### src/rtl/weight_fetch_seq_if.sv
// Row stream between the weight fetch sequencer and the PE/MAC array.
// The sequencer drives the row, its qualifiers and the lane mask; the
// array answers with Ready_out. A row moves when W_valid && Ready_out.
interface weight_fetch_seq_if #(
    parameter int ROW_W = 128
);
    logic [ROW_W-1:0] W_row;
    logic             W_valid;
    logic             Ready_out;
    logic [3:0]       W_lane_mask;
    logic             W_last;
    logic             W_final;

    // Sequencer side: produces rows, observes back-pressure.
    modport master (
        output W_row,
        output W_valid,
        output W_lane_mask,
        output W_last,
        output W_final,
        input  Ready_out
    );

    // Array side: consumes rows, applies back-pressure.
    modport slave (
        input  W_row,
        input  W_valid,
        input  W_lane_mask,
        input  W_last,
        input  W_final,
        output Ready_out
    );
endinterface

### src/rtl/weight_fetch_seq.sv
// Read-side sequencer for the 19-row x 128-bit weight memory.
// A layer command walks the rows of one layer, registers each row read
// back from the memory and streams it to the PE/MAC array, repeating the
// row set once per pass. A per-lane mask marks the 32-bit lanes in use.
module weight_fetch_seq #(
    parameter int ADDR_W = 5,
    parameter int ROW_W  = 128,
    parameter int PASS_W = 8
) (
    input  logic              Clock,
    input  logic              Res,
    input  logic              Start,
    input  logic [2:0]        Layer_sel,
    input  logic [PASS_W-1:0] Num_pass,
    input  logic [ROW_W-1:0]  mem_out,
    output logic [ADDR_W-1:0] Addr_mem_w,
    output logic              Busy,
    output logic              Done,
    output logic              Err,
    weight_fetch_seq_if.master w_if
);

    typedef enum logic [1:0] {
        ST_IDLE  = 2'd0,
        ST_RUN   = 2'd1,
        ST_DRAIN = 2'd2
    } state_t;

    localparam logic [ADDR_W-1:0] ADDR_ONE = ADDR_W'(1);
    localparam logic [PASS_W-1:0] PASS_ONE = PASS_W'(1);

    state_t              state_q,      state_d;
    logic [ADDR_W-1:0]   addr_q,       addr_d;
    logic [ADDR_W-1:0]   base_q,       base_d;
    logic [3:0]          rows_q,       rows_d;
    logic [3:0]          mask_q,       mask_d;
    logic [PASS_W-1:0]   num_pass_q,   num_pass_d;
    logic [3:0]          row_cnt_q,    row_cnt_d;
    logic [PASS_W-1:0]   pass_cnt_q,   pass_cnt_d;
    logic [ROW_W-1:0]    w_row_q,      w_row_d;
    logic                w_valid_q,    w_valid_d;
    logic                w_last_q,     w_last_d;
    logic                w_final_q,    w_final_d;
    logic                done_q,       done_d;
    logic                err_q,        err_d;

    // Layer table lookup results for the current Layer_sel.
    logic [ADDR_W-1:0]   tbl_base;
    logic [3:0]          tbl_rows;
    logic [3:0]          tbl_mask;

    logic                load_en;
    logic                last_row;
    logic                last_pass;
    logic                xfer;

    assign last_row  = (row_cnt_q == rows_q - 4'd1);
    assign last_pass = (pass_cnt_q == num_pass_q - PASS_ONE);
    assign xfer      = w_valid_q && w_if.Ready_out;

    // Fixed layer table: first row, row count and active-lane mask.
    always_comb begin
        tbl_base = '0;
        tbl_rows = 4'd0;
        tbl_mask = 4'b0000;
        case (Layer_sel)
            3'd0: begin tbl_base = ADDR_W'(0);  tbl_rows = 4'd4; tbl_mask = 4'b1111; end
            3'd1: begin tbl_base = ADDR_W'(4);  tbl_rows = 4'd2; tbl_mask = 4'b1111; end
            3'd2: begin tbl_base = ADDR_W'(6);  tbl_rows = 4'd1; tbl_mask = 4'b1100; end
            3'd3: begin tbl_base = ADDR_W'(7);  tbl_rows = 4'd1; tbl_mask = 4'b1000; end
            3'd4: begin tbl_base = ADDR_W'(8);  tbl_rows = 4'd1; tbl_mask = 4'b1000; end
            3'd5: begin tbl_base = ADDR_W'(9);  tbl_rows = 4'd2; tbl_mask = 4'b1000; end
            3'd6: begin tbl_base = ADDR_W'(11); tbl_rows = 4'd4; tbl_mask = 4'b1100; end
            3'd7: begin tbl_base = ADDR_W'(15); tbl_rows = 4'd4; tbl_mask = 4'b1111; end
            default: begin tbl_base = '0; tbl_rows = 4'd0; tbl_mask = 4'b0000; end
        endcase
    end

    // Next-state, address walk, row register and pulse generation.
    always_comb begin
        state_d    = state_q;
        addr_d     = addr_q;
        base_d     = base_q;
        rows_d     = rows_q;
        mask_d     = mask_q;
        num_pass_d = num_pass_q;
        row_cnt_d  = row_cnt_q;
        pass_cnt_d = pass_cnt_q;
        w_row_d    = w_row_q;
        w_valid_d  = w_valid_q;
        w_last_d   = w_last_q;
        w_final_d  = w_final_q;
        done_d     = 1'b0;
        err_d      = 1'b0;
        load_en    = 1'b0;

        case (state_q)
            ST_IDLE: begin
                addr_d = '0;
                // The cycle carrying Done still belongs to the finished
                // command, so a Start seen there is dropped.
                if (Start && !done_q) begin
                    if (Num_pass != '0) begin
                        base_d     = tbl_base;
                        rows_d     = tbl_rows;
                        mask_d     = tbl_mask;
                        num_pass_d = Num_pass;
                        row_cnt_d  = 4'd0;
                        pass_cnt_d = '0;
                        addr_d     = tbl_base;
                        state_d    = ST_RUN;
                    end else begin
                        err_d = 1'b1;
                    end
                end
            end

            ST_RUN: begin
                // Refill the output register whenever it is empty or being
                // taken this cycle; otherwise address and counters freeze.
                load_en = !w_valid_q || w_if.Ready_out;
                if (load_en) begin
                    w_row_d   = mem_out;
                    w_valid_d = 1'b1;
                    w_last_d  = last_row;
                    w_final_d = last_row && last_pass;
                    if (last_row) begin
                        addr_d     = base_q;
                        row_cnt_d  = 4'd0;
                        pass_cnt_d = pass_cnt_q + PASS_ONE;
                        if (last_pass) begin
                            state_d = ST_DRAIN;
                        end
                    end else begin
                        addr_d    = addr_q + ADDR_ONE;
                        row_cnt_d = row_cnt_q + 4'd1;
                    end
                end
            end

            ST_DRAIN: begin
                // Only the final row remains; wait for it to be taken.
                if (xfer) begin
                    w_valid_d = 1'b0;
                    w_last_d  = 1'b0;
                    w_final_d = 1'b0;
                    done_d    = 1'b1;
                    addr_d    = '0;
                    state_d   = ST_IDLE;
                end
            end

            default: begin
                state_d   = ST_IDLE;
                addr_d    = '0;
                w_valid_d = 1'b0;
            end
        endcase
    end

    // State and datapath registers with synchronous reset.
    always_ff @(posedge Clock) begin
        if (Res) begin
            state_q    <= ST_IDLE;
            addr_q     <= '0;
            base_q     <= '0;
            rows_q     <= 4'd0;
            mask_q     <= 4'b0000;
            num_pass_q <= '0;
            row_cnt_q  <= 4'd0;
            pass_cnt_q <= '0;
            w_row_q    <= '0;
            w_valid_q  <= 1'b0;
            w_last_q   <= 1'b0;
            w_final_q  <= 1'b0;
            done_q     <= 1'b0;
            err_q      <= 1'b0;
        end else begin
            state_q    <= state_d;
            addr_q     <= addr_d;
            base_q     <= base_d;
            rows_q     <= rows_d;
            mask_q     <= mask_d;
            num_pass_q <= num_pass_d;
            row_cnt_q  <= row_cnt_d;
            pass_cnt_q <= pass_cnt_d;
            w_row_q    <= w_row_d;
            w_valid_q  <= w_valid_d;
            w_last_q   <= w_last_d;
            w_final_q  <= w_final_d;
            done_q     <= done_d;
            err_q      <= err_d;
        end
    end

    assign Addr_mem_w       = addr_q;
    assign Busy             = (state_q != ST_IDLE);
    assign Done             = done_q;
    assign Err              = err_q;
    assign w_if.W_row       = w_row_q;
    assign w_if.W_valid     = w_valid_q;
    assign w_if.W_lane_mask = mask_q;
    assign w_if.W_last      = w_last_q;
    assign w_if.W_final     = w_final_q;

endmodule
### src/flat_wrapper.sv
// flat-port wrapper written by rule: the top's interface ports become plain ports
module weight_fetch_seq_flat 
#(
    parameter int ADDR_W = 5,
    parameter int ROW_W  = 128,
    parameter int PASS_W = 8
)
  (Clock, Res, Start, Layer_sel, Num_pass, mem_out, Addr_mem_w, Busy, Done, Err, w_if_W_row, w_if_W_valid, w_if_W_lane_mask, w_if_W_last, w_if_W_final, w_if_Ready_out);
  weight_fetch_seq_if #(.ROW_W(ROW_W)) w_if_i ();
  input  logic Clock;
  input  logic Res;
  input  logic Start;
  input  logic [2:0] Layer_sel;
  input  logic [PASS_W-1:0] Num_pass;
  input  logic [ROW_W-1:0] mem_out;
  output logic [ADDR_W-1:0] Addr_mem_w;
  output logic Busy;
  output logic Done;
  output logic Err;
  output wire logic [$bits(w_if_i.W_row)-1:0] w_if_W_row;
  output wire logic [$bits(w_if_i.W_valid)-1:0] w_if_W_valid;
  output wire logic [$bits(w_if_i.W_lane_mask)-1:0] w_if_W_lane_mask;
  output wire logic [$bits(w_if_i.W_last)-1:0] w_if_W_last;
  output wire logic [$bits(w_if_i.W_final)-1:0] w_if_W_final;
  input wire logic [$bits(w_if_i.Ready_out)-1:0] w_if_Ready_out;
  assign w_if_W_row = w_if_i.W_row;
  assign w_if_W_valid = w_if_i.W_valid;
  assign w_if_W_lane_mask = w_if_i.W_lane_mask;
  assign w_if_W_last = w_if_i.W_last;
  assign w_if_W_final = w_if_i.W_final;
  assign w_if_i.Ready_out = w_if_Ready_out;
  weight_fetch_seq #(.ADDR_W(ADDR_W), .ROW_W(ROW_W), .PASS_W(PASS_W)) u_core (.Clock(Clock), .Res(Res), .Start(Start), .Layer_sel(Layer_sel), .Num_pass(Num_pass), .mem_out(mem_out), .Addr_mem_w(Addr_mem_w), .Busy(Busy), .Done(Done), .Err(Err), .w_if(w_if_i));
endmodule
### config.mk
export PLATFORM = sky130hd
export DESIGN_NAME = weight_fetch_seq_flat
export DESIGN_NICKNAME = d
export VERILOG_FILES = /design/src/rtl/weight_fetch_seq_if.sv /design/src/rtl/weight_fetch_seq.sv /design/src/flat_wrapper.sv
export SDC_FILE = /design/constraint.sdc
export NUM_CORES = 1
export LEC_CHECK = 0
export ABC_AREA = 1
export BUFFER_PORTS_ARGS = -buffer_cell sky130_fd_sc_hd__buf_2
export CAP_MARGIN = 30
export CORE_MARGIN = 8
export CORE_UTILIZATION = 45
export CTS_BUF_LIST = sky130_fd_sc_hd__clkbuf_8
export DETAILED_ROUTE_END_ITERATION = 7
export PLACE_DENSITY = 0.79
export SETUP_SLACK_MARGIN = 0.1
export SYNTH_ARGS = -nofsm -noshare
export SYNTH_HDL_FRONTEND = slang
export SYNTH_SLANG_ARGS = --single-unit
### constraint.sdc
create_clock -name Clock -period 1.7 [get_ports Clock]
set_clock_uncertainty 0.15 [all_clocks]
set_input_delay 0.17 -clock Clock [delete_from_list [all_inputs] [get_ports Clock]]
set_output_delay 0.17 -clock Clock [all_outputs]
set_load 0.01 [all_outputs]
==> run_results.csv, run 1 <==
group,metric,value,unit
synth,synth_fa_ha_area_share,0.9205,%
floorplan,die_h,138.9,um
global_routing,grt_max_degree,68,
synth,yosysMostFrequentCell,"nor2_1",
power_and_ir_drop,seqPwrFrac,44.3,%
sta,finalHoldViolations,0,
route,dr.pass1.iters,5,
floorplan,die_w,138.9,um
route,vias,8193,
power_and_ir_drop,clkPwrFrac,26.7,%
synth,synth_flop_cell,"dfxtp_1",
sta,setup_viol,20,
layout,instances_no_fill,1538,
synth,synth_top_area_share,50.07,%
sta,rsz0062_at_grt,"true",
critical_path,max_stage_delay,350,ps
synth,syn_area_per_cell,7.585,um2
synth,syn_area,6797,um2
critical_path,cp_max_fo,8,
global_routing,grt_pass1_vias,8137,
floorplan,io_pins,286,
floorplan,start_util,45.38,%
synth,async_reset_ff_share,0,%
sta,drv_slew,0,
power_and_ir_drop,worst_ir_drop_vdd,0.0009854,V
sta,worst_hold_slack,25.14,ps
floorplan,core_area,14980,um2
route,first_iter_violations,651,
synth,ys_seq_elements,170,
hold_path,hold_path.class,"in -> reg",
power_and_ir_drop,p_int,6930,uW
synth,synth_xor_area_share,2.669,%
placed_design,port_buffers,285,
job,maxCapViolCount,0,
route,wl_per_cell,18.44,um
clocking,cts_max_path_buffers,2,
synth,synth-compound-area-share,14.43,%
outcome,violations,"setup timing",
power_and_ir_drop,finalPower,10650,uW
critical_path,critPathLaunchType,"register",
synth,synth.area.top_cells,"dfxtp_1 50%, nor2_1 16%, o21ai_0 11%, nand2_1 5.2%, a21oi_1 2.1%",
route,drc,0,
critical_path,arrival,2080,ps
power_and_ir_drop,power.leakage,0.005046,uW
critical_path,cp.required,1940,ps
sta,period_needed,1833,ps
global_routing,grt_overflow_total,0,
placed_design,place_inst,1340,
synth,syn-num-nets,1044,
synth,synth_area_leader_cell,"dfxtp_1",
clocking,cts_num_sinks,170,
critical_path,crit_path_cell_trace,"inv_2 -> ha_4 -> or2_4 -> nand3b_4 -> nand3_4 -> nor2_8 -> nor2_8 -> nor2_8 -> nand4_2 -> a21oi_2",
global_routing,antenna_found_initial,3,
critical_path,setup.worst_path.class,"reg -> reg",
synth,synth_top_family_by_area,"simple AND/OR/NAND/NOR gates",
synth,synth-edff-count,0,
route,drtAntennaViolNets,0,
synth,synthMuxAreaShare,0,%
floorplan,placementRows,45,
power_and_ir_drop,pwr-share-comb,29.0,%
layout,nNetsFinal,1482,
power_and_ir_drop,power_switching,3721,uW
synth,ys_types,40,
global_routing,grt_use_total,27.12,%
clocking,clk_pin_slew_worst_paths,90,ps
synth,synthTopCellsByCount,"285 x nor2_1, 170 x dfxtp_1, 143 x o21ai_0",
route,viasPerCell,5.327,
clocking,numCtsBuffers,17,
clocking,cts.htree.levels,4,
sta,tightestPinTransition,313.1,ps
power_and_ir_drop,swShare,34.94,%
global_routing,grt_pass1_wl,42.01,mm
critical_path,slowest_stage,"dfxtp_2",
synth,syn_inst,896,
clocking,cts_root_buf,"clkbuf_8",
sta,fin_ws,-133.1,ps
clocking,cts_tree,"done",
synth,seq_area_frac_synth,50.07,%
synth,synthSimpleGateAreaFrac,26.09,%
critical_path,endpoint_kind,"register",
layout,area_delta_synth_final,57.55,%
outcome,status,"finished with violations",
sta,maxSlewHeadroom,78.96,%
layout,final_core_util,71.50,%
critical_path,cp_common_cell,"nor2_8",
clocking,clk_latency,450,ps
synth,yosys_warnings,0,
sta,max_freq,0.5455,GHz
layout,drive_gt1_share,30.73,%
power_and_ir_drop,p_per_area,994.8,nW/um2
placed_design,gp_congestion,0.7981,
floorplan,dieArea,19290,um2
sta,min_period_over_period,107.8,%
placed_design,dp_hpwl,15.57,mm
route,drt_wl_total,28.36,mm
kinds of logic (layout without fill, tap and decap cells):
family | count (synthesis) | count (layout)
and+or+nand+nor | 425 | 425
AOI/OAI and AO/OA | 188 | 189
DFF | 170 | 170
buffers and inverters | 89 | 539
xor gates and xnor gates | 19 | 19
adders and majority gates | 5 | 5
other | 0 | 3
worst paths after layout:
check	from	to	slack (ps)	depth (start not counted)
max	u_core.rows_q[1]	u_core.pass_cnt_q[7]	-130	10
min	Num_pass[0]	u_core.num_pass_q[0]	30	4
max reg2reg	u_core.rows_q[1]	u_core.pass_cnt_q[7]	-130	10
min reg2reg	u_core.w_if.W_lane_mask[3]	u_core.w_if.W_lane_mask[3]	330	1
critical path: cells and delay by family, from the launching register on:
family | cells | cell delay [ps]
and+or+nand+nor | 7 | 960
DFF | 1 | 350
adders and majority gates | 1 | 150
AOI/OAI and AO/OA | 1 | 110
buffers and inverters | 1 | 50
placed cells by master (no fill, tap or decap), types with 4 or more instances in the layout:
master	count
nand4_1	4
o21ai_2	4
buf_6	6
buf_4	27
o21ai_0	128
nand3_1	19
nand3_2	5
nor2_1	282
xnor2_1	5
xor2_1	12
buf_2	285
clkbuf_8	19
inv_1	24
o22ai_1	5
inv_2	7
nand2_2	5
buf_12	4
a21oi_1	27
dfxtp_1	166
nand2_1	88
dlygate4sd3_1	143
o21ai_1	15
clkbuf_16	4
inv_6	4
inv_8	4
power by group through the flow:
stage	registers, uW	clock network (uW)	logic, uW
after floorplan	4950	0	1230
after global placement	4740	0	2360
after detailed placement	4760	0	2400
after CTS	4680	2860	2690
after global routing	4770	3040	3320
final	4720	2840	3090
per-stage QoR:
step                setup TNS, ps  setup WS (ps)  area [um2]
floorplan                  -27.77         -15.56        6810
global placement            -1176         -121.7        8483
detailed placement          -1957         -162.9        8483
CTS                         -1661         -125.2       10360
global route                -4349         -254.4       10710
finish                      -1777         -133.1       10710
what timing repair did:
item | 4_1_cts | 5_1_grt
setup endpoints to repair | 22 | 76
hold endpoints to repair | 152 | 5
gates cloned | 1 | 5
setup buffers | 1 | 10
hold buffers | 145 | 4
pin swaps | 3 | 7
gates resized for setup | 7 | 54
area by class of cell:
class | count | area, um2
diodes | 3 | 7.507
clock buffers | 19 | 261.5
clock inverters | 13 | 125.1
fillers | 1022 | 4269
inverters | 34 | 143.9
multi-input cells | 638 | 3120
flip-flops and latches | 170 | 3411
well taps | 188 | 235.2
repair buffers | 473 | 3403
flip-flops by register name, indices dropped and copies added, names as in the netlist:
name / flops
u_core.w_if.W_last: 1
u_core.row_cnt_q: 4
u_core.state_q: 2
u_core.base_q: 4
u_core.Addr_mem_w: 5
u_core.w_if.W_valid: 1
u_core.num_pass_q: 8
u_core.rows_q: 3
u_core.Err: 1
u_core.w_if.W_final: 1
u_core.pass_cnt_q: 8
u_core.w_if.W_lane_mask: 3
u_core.w_if.W_row: 128
u_core.Done: 1
routing by layer:
| metal | track usage (%) | vias up | wire (um) |
|---|---|---|---|
| li1 | - | 3765 | - |
| met1 | 27.45 | 3789 | 10000 |
| met2 | 46.49 | 504 | 13870 |
| met3 | 8.950 | 135 | 2447 |
| met4 | 19.53 | 0 | 2037 |
| met5 | 0 | - | 0 |
Note: power is estimated with default switching activity, not from simulation.
==> inputs of run 2 (changes only) <==
==> constraint.sdc (replaced) <==
create_clock -name Clock -period 1.7 [get_ports Clock]
set_clock_uncertainty 0.15 [all_clocks]
set_input_delay 0.17 -clock Clock [delete_from_list [all_inputs] [get_ports Clock]]
set_output_delay 0.17 -clock Clock [all_outputs]
set_load 0.05 [all_outputs]
==> run 2 against run 1 <==
Compared with the run above: the flow still finishes with violations (setup timing); sequential share of layout area barely moved; combinational power up 38%; register-to-register slack got worse by 120 ps; design area unchanged; clock power is 2% lower; sequential power about the same; power increased by 11%; non-clock buffer count down 5; die area is the same; wire length down 1.9%; largest cell class unchanged; largest power group unchanged.
==> run_results.csv, run 2 (synthesized netlist as in run 1, its figures left out) <==
group,metric,value,unit
global_routing,grt_max_degree,69,
global_routing,grt_pass1_vias,8194,
clocking,cts_num_sinks,170,
floorplan,placementRows,45,
global_routing,grt_use_total,26.74,%
critical_path,endpoint_kind,"register",
critical_path,crit_buf_inv,2,
route,drt_wl_total,27.81,mm
critical_path,crit_path_start,"u_core.rows_q[0]",
power_and_ir_drop,power.leakage,0.004984,uW
route,wl_per_cell,18.14,um
sta,setup-tns-final,-4501,ps
sta,setup_viol,37,
route,dr.pass1.iters,5,
critical_path,cp_max_fo,5,
critical_path,worstRegToRegCells,11,
floorplan,die_h,138.9,um
route,drtAntennaViolNets,0,
global_routing,grt_overflow_total,0,
sta,rsz0062_at_grt,"true",
layout,num-fill-cells,993,
layout,nNetsFinal,1477,
sta,worst_hold_slack,271.6,ps
clocking,clk_pin_slew_worst_paths,100,ps
layout,layout_commonest_cell,"buf_2",
clocking,cts_tree,"done",
hold_path,min-delay-start,"Start",
route,first_iter_violations,639,
power_and_ir_drop,p_per_area,1100,nW/um2
critical_path,cp.depth,11,
placed_design,port_buffers,285,
floorplan,die_w,138.9,um
outcome,violations,"setup timing",
sta,fin_ws,-251.5,ps
sta,drv_slew,0,
sta,min_period_over_period,114.8,%
critical_path,slowest_stage,"dfxtp_2",
clocking,numCtsBuffers,17,
floorplan,core_area,14980,um2
sta,max_freq,0.5124,GHz
placed_design,pre_cts_slack,-179.9,ps
clocking,clk_latency,450,ps
critical_path,critPathLaunchType,"register",
layout,final_cell_mix,"283 x buf_2, 281 x nor2_1, 164 x dfxtp_1",
route,drc,0,
critical_path,setup.worst_path.class,"reg -> reg",
floorplan,io_pins,286,
placed_design,dp_hpwl,15.28,mm
critical_path,crit_path_cell_trace,"inv_2 -> ha_4 -> or2_4 -> nand2_2 -> nand2_2 -> nand3_4 -> nor2_8 -> nor2_8 -> buf_4 -> nor2_2 -> nor3_1",
route,vias,8211,
critical_path,arrival,2150,ps
layout,area_delta_synth_final,57.55,%
sta,tightestPinTransition,331.0,ps
route,viasPerCell,5.356,
floorplan,start_util,45.38,%
power_and_ir_drop,worst_ir_drop_vdd,0.0008086,V
hold_path,hold_path.class,"in -> reg",
layout,multi_input_area,3184,um2
global_routing,grt_pass1_wl,41.68,mm
layout,largest_register_ffs,128,
clocking,cts.htree.levels,4,
critical_path,r2r-start,"u_core.rows_q[0]",
layout,seqCellArea,3413,um2
layout,drive_gt1_share,31.74,%
critical_path,cp.required,1890,ps
sta,period_needed,1952,ps
clocking,cts_root_buf,"clkbuf_8",
global_routing,antenna_found_initial,2,
critical_path,max_stage_delay,350,ps
sta,maxSlewHeadroom,78.08,%
clocking,cts_max_path_buffers,2,
floorplan,dieArea,19290,um2
job,maxCapViolCount,0,
placed_design,gp_congestion,0.8016,
hold_path,min_path_cells,7,
sta,finalHoldViolations,0,
critical_path,cp_top_family,"simple AND/OR/NAND/NOR gates",
outcome,status,"finished with violations",
## run 2: cell count changes in the layout (fill, tap and decap cells not counted), sizes merged
cell,delta
buf,-7
clkinvlp,+4
clkbuf,-1
clkinv,-1
inv,-1
dlymetal6s4s,-1
dlygate4sd3,+2
## run 2: worst reg2reg max path: stages (launching register included)
cell and delay [ps]:
dfxtp_2 350, inv_2 50, ha_4 150, or2_4 240, nand2_2 70, nand2_2 80
nand3_4 100, nor2_8 70, nor2_8 160, buf_4 140, nor2_2 30, nor3_1 260
## run 2: final timing paths
| kind | slack, ps | endpoint |
|---|---|---|
| setup / recovery | -250 | u_core.Addr_mem_w[4] |
| hold / removal | 270 | u_core.num_pass_q[5] |
| setup reg to reg | -250 | u_core.Addr_mem_w[4] |
| hold reg to reg | 320 | u_core.w_if.W_last |
## run 2: repair_timing
item / 4_1_cts / 5_1_grt
gates resized for setup: 19 / 53
buffers inserted: 5 / 5
gates cloned: 1 / 2
hold endpoints to repair: 151 / 3
hold buffers: 145 / 2
setup endpoints to repair: 25 / 135
pin swaps: 16 / 17
## run 2: layout make-up
type                    instances  share of cell area [%]
flip-flops and latches        170                   31.88
clock inverters                15                   1.461
multi-input cells             638                   29.74
repair buffers                468                   31.15
diodes                          3                 0.07011
clock buffers                  17                   2.185
inverters                      34                   1.320
well taps                     188                   2.197
## run 2: layer usage
metal / up-vias / part of all wire, % / GRT usage, %
met2: 535 / 49 / 46.39
met5: - / 0 / 0
li1: 3755 / - / -
met4: 0 / 7.3 / 19.06
met3: 140 / 9.4 / 8.675
met1: 3781 / 34 / 26.77
## run 2: report_power, final
| group | internal (uW) | switching [uW] | total (uW) |
|---|---|---|---|
| registers | 4440 | 289 | 4730 |
| logic | 1290 | 2980 | 4270 |
| clock network | 1090 | 1700 | 2790 |
## run 2: per-stage QoR
stage          std cells  power, uW  utilization, %  area (um2)
2_1_floorplan        896       7408               -        6813
3_3_place_gp        1338       8321           56.56        8471
3_5_place_dp        1338       8377           56.56        8471
4_1_cts             1521      11440           69.69       10440
5_1_grt             1532      12240           71.48       10710
6_report            1533      11780           71.50       10710
==> inputs of run 3 (changes only) <==
--- a/config.mk
+++ b/config.mk
@@ -5,14 +5,13 @@
 export SDC_FILE = /design/constraint.sdc
 export NUM_CORES = 1
 export LEC_CHECK = 0
-export ABC_AREA = 1
 export BUFFER_PORTS_ARGS = -buffer_cell sky130_fd_sc_hd__buf_2
 export CAP_MARGIN = 30
 export CORE_MARGIN = 8
-export CORE_UTILIZATION = 45
+export CORE_UTILIZATION = 44
 export CTS_BUF_LIST = sky130_fd_sc_hd__clkbuf_8
 export DETAILED_ROUTE_END_ITERATION = 7
-export PLACE_DENSITY = 0.79
+export PLACE_DENSITY = 0.78
 export SETUP_SLACK_MARGIN = 0.1
 export SYNTH_ARGS = -nofsm -noshare
 export SYNTH_HDL_FRONTEND = slang
==> run 3 against run 2 <==
Compared with the run above: via count grew 11%; synthesized cell count shrank 7.9%; register-to-register slack lost 170 ps; the flow finishes with violations (hold timing, setup timing); critical endpoint is now u_core.pass_cnt_q[6]; setup slack lost 170 ps; power grew 81%; area after synthesis shrank 3.2%; sequential cell count is the same.
==> run_results.csv, run 3 <==
group,metric,value,unit
sta,min_period_over_period,124.9,%
layout,num-fill-cells,564,
layout,final_cell_mix,"283 x buf_2, 164 x dfxtp_1, 150 x nand2_1",
placed_design,dpl_cell_area,8643,um2
route,vias,9151,
floorplan,start_util,45.09,%
global_routing,antenna_found_initial,5,
synth,synthTopCellsByCount,"290 x nand2_1, 170 x dfxtp_1, 157 x a21oi_1",
global_routing,grt_pass1_vias,9138,
clocking,cts_root_buf,"clkbuf_8",
power_and_ir_drop,power_switching,10260,uW
layout,area_delta_synth_final,98.46,%
power_and_ir_drop,finalPower,21360,uW
sta,period_needed,2124,ps
layout,largest_register_ffs,128,
synth,synth-edff-count,0,
layout,nNetsFinal,1480,
job,maxCapViolCount,0,
power_and_ir_drop,p_per_area,1636,nW/um2
power_and_ir_drop,pwr-share-comb,59.7,%
synth,syn_area,6579,um2
route,first_iter_violations,811,
global_routing,grt_pass1_wl,47.56,mm
synth,synth_flop_cell,"dfxtp_1",
clocking,cts_max_path_buffers,2,
sta,drv_slew,0,
clocking,numCtsBuffers,17,
floorplan,placementRows,44,
synth,async_reset_ff_share,0,%
global_routing,grt_overflow_total,0,
clocking,cts.htree.levels,4,
synth,syn_area_per_cell,7.974,um2
sta,maxSlewHeadroom,51.22,%
hold_path,hold_path.class,"in -> reg",
layout,final_cell_area,13060,um2
synth,yosysMostFrequentCell,"nand2_1",
sta,worst_hold_slack,-31.01,ps
layout,drive_gt1_share,55.32,%
power_and_ir_drop,worst_ir_drop_vdd,0.001090,V
power_and_ir_drop,seqPwrFrac,25.8,%
sta,setup-tns-final,-24170,ps
sta,tightestPinTransition,731.6,ps
route,viasPerCell,5.965,
placed_design,dp_hpwl,15.18,mm
clocking,clk_latency,470,ps
route,dr.pass1.iters,7,
synth,syn_inst,825,
route,wl_per_cell,25.68,um
global_routing,grt_use_total,30.70,%
clocking,cts_tree,"done",
synth,yosys_warnings,0,
floorplan,die_h,138.3,um
clocking,clk_pin_slew_worst_paths,90,ps
global_routing,grt_max_degree,98,
layout,layout_commonest_cell,"buf_2",
route,drtAntennaViolNets,0,
synth,synth.area.top_cells,"dfxtp_1 52%, nand2_1 17%, a21oi_1 12%, clkbuf_1 2.1%, xnor2_1 1.2%",
floorplan,die_w,138.3,um
critical_path,endpoint_kind,"register",
power_and_ir_drop,p_int,11100,uW
critical_path,arrival,2370,ps
synth,seq_area_frac_synth,51.73,%
synth,syn-num-nets,973,
synth,ys_types,53,
synth,ys_seq_elements,170,
sta,max_freq,0.4709,GHz
critical_path,setup.worst_path.class,"reg -> reg",
route,drt_wl_total,39.39,mm
synth,synth_area_leader_cell,"dfxtp_1",
critical_path,critPathLaunchType,"register",
outcome,status,"finished with violations",
placed_design,port_buffers,285,
clocking,hold_buffers,141,
critical_path,cp_max_fo,4,
route,drc,0,
sta,setup_viol,167,
floorplan,io_pins,286,
clocking,cts_num_sinks,170,
power_and_ir_drop,swShare,48.03,%
critical_path,cp.required,1950,ps
power_and_ir_drop,clkPwrFrac,14.5,%
synth,synth_top_area_share,51.73,%
power_and_ir_drop,power.leakage,0.005987,uW
sta,rsz0062_at_grt,"true",
sta,finalHoldViolations,1,
outcome,violations,"hold timing, setup timing",
floorplan,dieArea,19120,um2
sta,fin_ws,-423.6,ps
placed_design,gp_congestion,0.8296,
floorplan,core_area,14590,um2
==> run 3: final timing paths <==
path,startpoint,cells after the start,to,slack (ps)
max,u_core.rows_q[1],8,u_core.pass_cnt_q[6],-420
min,Start,3,u_core.Err,-30
max reg2reg,u_core.rows_q[1],8,u_core.pass_cnt_q[6],-420
min reg2reg,u_core.w_if.W_row[68],2,u_core.w_if.W_row[68],320
==> run 3: power by group through the flow <==
stage	Combinational [uW]	Sequential, uW	Clock, uW
floorplan	2610	7930	0
global placement	7350	5280	0
detailed placement	7460	5330	0
CTS	10200	5250	3020
global route	13100	5550	3250
finish	12800	5510	3100
==> run 3: what timing repair did <==
item | in CTS | in global routing
buffers inserted | 34 | 15
endpoints found under the setup margin | 162 | 168
resized for setup | 185 | 291
pin swaps | 80 | 165
hold endpoints to repair | 147 | 1
cloned | 15 | 9
==> run 3: per-layer routing <==
metal  vias to the layer above  global-route usage, %  share of wire (%)  wire length (um)
met5                         -                      0              0.033                13
met4                         2                  21.17                8.8              3471
met3                       281                  9.829                 10              4081
met2                       782                  55.09                 50             19530
met1                      4285                  29.33                 31             12290
li1                       3801                      -                  -                 -
==> run 3: final cells by class <==
class                   count  area [um2]  area share, %
diodes                      5       12.51        0.09583
clock buffers              18       247.7          1.897
clock inverters            14       157.7          1.207
inverters                   7       26.28         0.2012
multi-input cells         591        4447          34.06
flip-flops and latches    170        3416          26.16
well taps                 184       230.2          1.763
repair buffers            545        4519          34.61
==> run 3: worst max-delay path, cell delays in order (launching register included) <==
cell and delay, ps:
dfxtp_2 350, inv_2 40, ha_4 250, xnor2_4 140
o31ai_4 220, o31ai_4 130, buf_4 160, or4_4 470
a21oi_2 140
==> run 3: logic make-up (layout without fill, tap and decap cells) <==
group / Yosys count / count (layout) / synth area share (%)
flops: 170 / 170 / 51.73
mux: 4 / 4 / 0.6086
fa+ha+maj: 5 / 5 / 0.9509
other cells: 0 / 5 / 0
simple gates: 365 / 366 / 23.37
buf+inv: 65 / 584 / 4.241
compound gates: 202 / 202 / 17.23
xor+xnor: 14 / 14 / 1.864
==> run 3: metrics by stage <==
step                      utilization (%)  setup slack, ps  hold slack [ps]  std cells
final                               89.49           -423.6           -31.01       1534
after CTS                           80.81           -372.7           -59.73       1515
after global routing                89.48           -473.3           -49.62       1533
after detailed placement            59.25           -417.0            265.2       1293
after floorplan                         -           -193.4            156.0        825
after global placement              59.25           -338.5            259.1       1293
